**config.mk**
```make
export PLATFORM = sky130hd
export DESIGN_NAME = muxn1_rr_reg
export DESIGN_NICKNAME = d
export VERILOG_FILES = /design/src/rtl/muxn1_pkg.sv /design/src/rtl/rr_arbiter_n.sv /design/src/rtl/muxn1_rr_reg.sv
export SDC_FILE = /design/constraint.sdc
export NUM_CORES = 1
export LEC_CHECK = 0
export CAP_MARGIN = 20
export CORE_AREA = 3 3 70 72
export DETAILED_ROUTE_END_ITERATION = 7
export DIE_AREA = 0 0 73 75
export GPL_ROUTABILITY_DRIVEN = 0
export PLACE_DENSITY = 0.69
export SKIP_LAST_GASP = 1
export SLEW_MARGIN = 25
export SYNTH_ARGS = -nofsm -noshare
export SYNTH_HDL_FRONTEND = slang
export SYNTH_HIERARCHICAL = 1
export SYNTH_SLANG_ARGS = --single-unit
```
**constraint.sdc**
```tcl
create_clock -name clk -period 3.7 [get_ports clk]
set_clock_uncertainty 0.15 [all_clocks]
set_input_delay 0.37 -clock clk [delete_from_list [all_inputs] [get_ports clk]]
set_output_delay 0.37 -clock clk [all_outputs]
set_load 0.02 [all_outputs]
```
**src/rtl/muxn1_pkg.sv**
```systemverilog
// Shared constants and helpers for the N:1 registered round-robin mux.
package muxn1_pkg;

   localparam logic MODE_FIXED = 1'b0;
   localparam logic MODE_RR    = 1'b1;

   // Index width for n channels, never narrower than one bit.
   function automatic int sel_w_f(input int n);
      return (n <= 2) ? 1 : $clog2(n);
   endfunction

endpackage

```
**src/rtl/rr_arbiter_n.sv**
```systemverilog
// Round-robin arbiter: scans requests starting at the pointer and wraps.
// The pointer moves to one past the granted channel when adv is high.
module rr_arbiter_n
   import muxn1_pkg::*;
#(
   parameter int NUM_CH = 4,
   parameter int SEL_W  = sel_w_f(NUM_CH)
) (
   input  logic              clk,
   input  logic              reset_L,
   input  logic [NUM_CH-1:0] req,
   input  logic              adv,
   output logic [NUM_CH-1:0] gnt,
   output logic [SEL_W-1:0]  idx
);

   logic [SEL_W-1:0] ptr;

   // First requester at or after ptr, wrapping past the top channel.
   always_comb begin
      int   c;
      logic found;
      gnt   = '0;
      idx   = '0;
      found = 1'b0;
      c     = 0;
      for (int k = 0; k < NUM_CH; k++) begin
         c = int'(ptr) + k;
         if (c >= NUM_CH) c = c - NUM_CH;
         if (!found && req[SEL_W'(c)]) begin
            found            = 1'b1;
            gnt[SEL_W'(c)]   = 1'b1;
            idx              = SEL_W'(c);
         end
      end
   end

   // Pointer moves past the winner only when a transfer actually happens.
   always_ff @(posedge clk or negedge reset_L) begin
      if (!reset_L)
         ptr <= '0;
      else if (adv)
         ptr <= (idx == SEL_W'(NUM_CH-1)) ? '0 : idx + 1'b1;
   end

endmodule

```
**src/rtl/muxn1_rr_reg.sv**
```systemverilog
// N:1 registered mux with fixed-select or round-robin arbitration.
// One output stage, full throughput: a draining word and a new word can
// swap in the same cycle. Optional MUXN1_PARITY_EN adds parity_out.
module muxn1_rr_reg
   import muxn1_pkg::*;
#(
   parameter int NUM_CH = 4,
   parameter int DATA_W = 8,
   parameter int SEL_W  = sel_w_f(NUM_CH)
) (
   input  logic                     clk,
   input  logic                     reset_L,
   input  logic                     mode,
   input  logic [SEL_W-1:0]         selector,
   input  logic [NUM_CH*DATA_W-1:0] data_in,
   input  logic [NUM_CH-1:0]        valid_in,
   output logic [NUM_CH-1:0]        ready_out,
   output logic [DATA_W-1:0]        data_out,
   output logic                     valid_out,
   output logic [SEL_W-1:0]         ch_out,
   input  logic                     ready_in
`ifdef MUXN1_PARITY_EN
   ,
   output logic                     parity_out
`endif
);

   logic [NUM_CH-1:0][DATA_W-1:0] ch_data;
   logic [NUM_CH-1:0]             fix_gnt, rr_gnt, gnt;
   logic [SEL_W-1:0]              rr_idx, gnt_idx;
   logic                          load_en, xfer;

   assign ch_data = data_in;
   assign load_en = !valid_out || ready_in;

   // Fixed mode: only the selected channel may win; out-of-range selects match nothing.
   always_comb begin
      fix_gnt = '0;
      for (int i = 0; i < NUM_CH; i++)
         fix_gnt[i] = (selector == SEL_W'(i)) && valid_in[i];
   end

   assign gnt     = (mode == MODE_RR) ? rr_gnt : fix_gnt;
   assign gnt_idx = (mode == MODE_RR) ? rr_idx : selector;

   // Accept only when the output stage can take a word and reset is released.
   assign ready_out = (reset_L && load_en) ? gnt : '0;
   assign xfer      = |ready_out;

   rr_arbiter_n #(
      .NUM_CH (NUM_CH),
      .SEL_W  (SEL_W)
   ) u_arb (
      .clk     (clk),
      .reset_L (reset_L),
      .req     (valid_in),
      .adv     (xfer && (mode == MODE_RR)),
      .gnt     (rr_gnt),
      .idx     (rr_idx)
   );

   // Output stage: load on transfer, drain to empty when free, hold on stall.
   always_ff @(posedge clk or negedge reset_L) begin
      if (!reset_L) begin
         data_out   <= '0;
         ch_out     <= '0;
         valid_out  <= 1'b0;
`ifdef MUXN1_PARITY_EN
         parity_out <= 1'b0;
`endif
      end else if (xfer) begin
         data_out   <= ch_data[gnt_idx];
         ch_out     <= gnt_idx;
         valid_out  <= 1'b1;
`ifdef MUXN1_PARITY_EN
         parity_out <= ^ch_data[gnt_idx];
`endif
      end else if (load_en) begin
         valid_out  <= 1'b0;
      end
   end

endmodule

```
==> results.toml <==
[layout]
diodes = 0
finish.utilization_pct = 49.9
areaGrowthSynthToFinish_pct = 46.8
final_net_count = 249
layout-drive-gt1-share_pct = 23.4
instances_no_fill = 249

[route]
drcViolationCount = 0
routed_wl_um = 4140
vias_per_cell = 5.44
vias = 1355
first_iter_violations = 96
drtPass1Iterations = 4
detail-route-antenna-nets = 0
wl_per_cell_um = 16.6

[setup_path]
critPathArrivalTime_ns = 2.97
path_max_fanout = 7
crit_type = "reg -> out"
endpoint_kind = "output pin"
crit_required_ns = 3.18
worst_setup_path_start_kind = "flop"

[timing]
hold_viol_final = 0
rsz0062_at_grt = "no"
worst_slew_pin_slew_ns = 0.549
finalCritPeriodShare_pct = 94.3
tns_ns = 0
clock.fmax_ghz = 0.287
post-route-min-period_ns = 3.49
whs_ns = 0.288
drv_slew = 0
slew_headroom_pct = 63.0
setup_viol = 0

[pwr]
p_sw_share_pct = 42.0
cellLeakagePower_uw = 0.000909
ir_worst_vdd_uv = 276
comb_power_share_pct = 73.3
seqPwrFrac_pct = 17.9
p_switching_uw = 600
p_clk_share_pct = 8.8
p_int_uw = 829
power.density_nw_per_um2 = 658

[hold_path]
hold_class = "in -> async"

[clock_network]
cts_tree = "done"
cts-root-buf = "clkbuf_8"
clk_pin_slew_ns = 0.05
clock_path_buffers = 2
cts.sinks = 13
cts_made_buffers = 3
htree_levels = 1
ctsHoldBuffers = 0
clkLatencyLatePin_ns = 0.24

[logic_synthesis]
synthFlopType = "dfrtp_1"
yosysUniqueCellTypes = 49
yosysSeqAreaShare_pct = 22.0
syn-instance-count = 135
syn_area_per_cell_um2 = 11.0
synth-async-reset-ratio_pct = 100
ys_warn_count = 6
syn_nets = 186
synth_seq_cells = 13
netlist_area_um2 = 1480
synth_edf_count = 0

[floorplanning]
design.core.area_um2 = 4350
boundaryPins = 57
rows = 24
start_util_pct = 34.0
dieArea_um2 = 5480
dieHeight_um = 75
die-width_um = 73

[place]
hpwlAfterDp_um = 3390
io_buffers = 56
place_inst = 245

[global_routing]
grt_pass1_wl_um = 6500
antenna_found_initial = 0
grt_overflow = 0
grt_pass1_vias = 1287
grt.total_usage_pct = 15.3
grt_max_degree = 25

[status]
status = "finished clean"

[run]
drv_cap = 0
## logic make-up after synthesis
logic type                 after synthesis  share of synthesized area, %
AOI/OAI and AO/OA                       35                          20.1
and+or+nand+nor                         34                          14.0
muxes                                   25                          28.8
buffers and inverters                   19                          7.36
DFF                                     13                          22.0
adders and majority gates                9                          7.61
## area by class of cell
class,instances,area [µm²]
Fill cell,393,2180
Multi-Input combinational cell,103,1050
Timing Repair Buffer,67,651
Sequential cell,13,325
Tap cell,52,65.1
Clock buffer,4,45.0
Inverter,10,37.5
## worst paths after layout
kind | from | end | slack (ns) | cells after the start
max in group asynchronous | reset_L | u_arb/ptr[0] | 2.95 | 2
max | u_arb/ptr[0] | ready_out[0] | 0.21 | 9
min reg2reg | data_out[4] | data_out[4] | 0.37 | 1
min | reset_L | data_out[1] | 0.29 | 2
max reg2reg | u_arb/ptr[0] | data_out[4] | 0.25 | 10
min in group clk | data_out[4] | data_out[4] | 0.37 | 1
## placed cells by master, fill, tap and decap left out, drive strengths merged, types with 4 or more instances in the layout
master and count:
clkdlybuf4s50 53, dfrtp 13, buf 11, inv 10, mux4 10, mux2 10
ha 9, o21ai 8, nor2 7, mux2i 5, a32oi 4, clkbuf 4
a21oi 4
## sequential cells by signal, summed over array words and instances (netlist names)
| signal | count |
|---|---|
| ch_out | 2 |
| data_out | 8 |
| u_arb/ptr | 2 |
| valid_out | 1 |
## cell usage after synthesis, types with 2 or more instances
| library cell | instances | area, µm² |
|---|---|---|
| dfrtp_1 | 13 | 325 |
| inv_1 | 10 | 37.5 |
| mux4_2 | 10 | 225 |
| ha_1 | 9 | 113 |
| o21ai_0 | 8 | 40.0 |
| nor2_1 | 7 | 26.3 |
| mux2_4 | 6 | 90.1 |
| a32oi_1 | 4 | 35.0 |
| mux2_2 | 4 | 45.0 |
| a221o_1 | 3 | 30.0 |
| buf_2 | 3 | 15.0 |
| buf_6 | 3 | 33.8 |
| mux2i_1 | 3 | 30.0 |
| nand2_1 | 3 | 11.3 |
| nand3_1 | 3 | 15.0 |
| nor3_1 | 3 | 15.0 |
| nor3b_1 | 3 | 22.5 |
| a21o_1 | 2 | 15.0 |
| a21oi_1 | 2 | 10.0 |
| a21oi_2 | 2 | 17.5 |
| a31o_1 | 2 | 17.5 |
| and3_1 | 2 | 12.5 |
| and3b_1 | 2 | 17.5 |
| clkbuf_4 | 2 | 15.0 |
| nand3b_1 | 2 | 15.0 |
## critical path: stages, from the launching register on
cell and delay, ns:
dfrtp_1 0.34, inv_1 0.11, ha_2 0.42, mux4_2 0.54
buf_4 0.18, a211o_1 0.23, nand4_1 0.08, a32oi_1 0.09
nor2_1 0.12, clkdlybuf4s50_1 0.61
## power groups by stage
stage                     combinational (µW)  clock, µW  sequential [µW]
after floorplan                          631          0              337
after global placement                  1040          0              255
after detailed placement                1040          0              257
after CTS                               1050        129              256
after global routing                    1130        137              265
final                                   1050        126              256
## layer usage
layer | part of all wire (%) | GRT usage (%) | up-vias
li1 | - | - | 653
met4 | 0.70 | 3.48 | 0
met1 | 44 | 20.7 | 653
met5 | 0 | 0 | -
met3 | 4.0 | 2.67 | 4
met2 | 51 | 25.5 | 45
## through the flow
step	worst slack, ns	power (µW)	instance area, µm²
after CTS	0.0228	1430	2160
after detailed placement	0.146	1300	2120
after global routing	0.0483	1540	2170
final	0.212	1430	2170
after floorplan	0.0843	968	1480
after global placement	0.179	1290	2120
## repair_timing
item,4_1_cts,5_1_grt
setup endpoints to repair,0,3
setup buffers,0,0
resized for setup,0,4
endpoints found under the hold margin,0,0
Note: power is estimated with default switching activity, not from simulation.
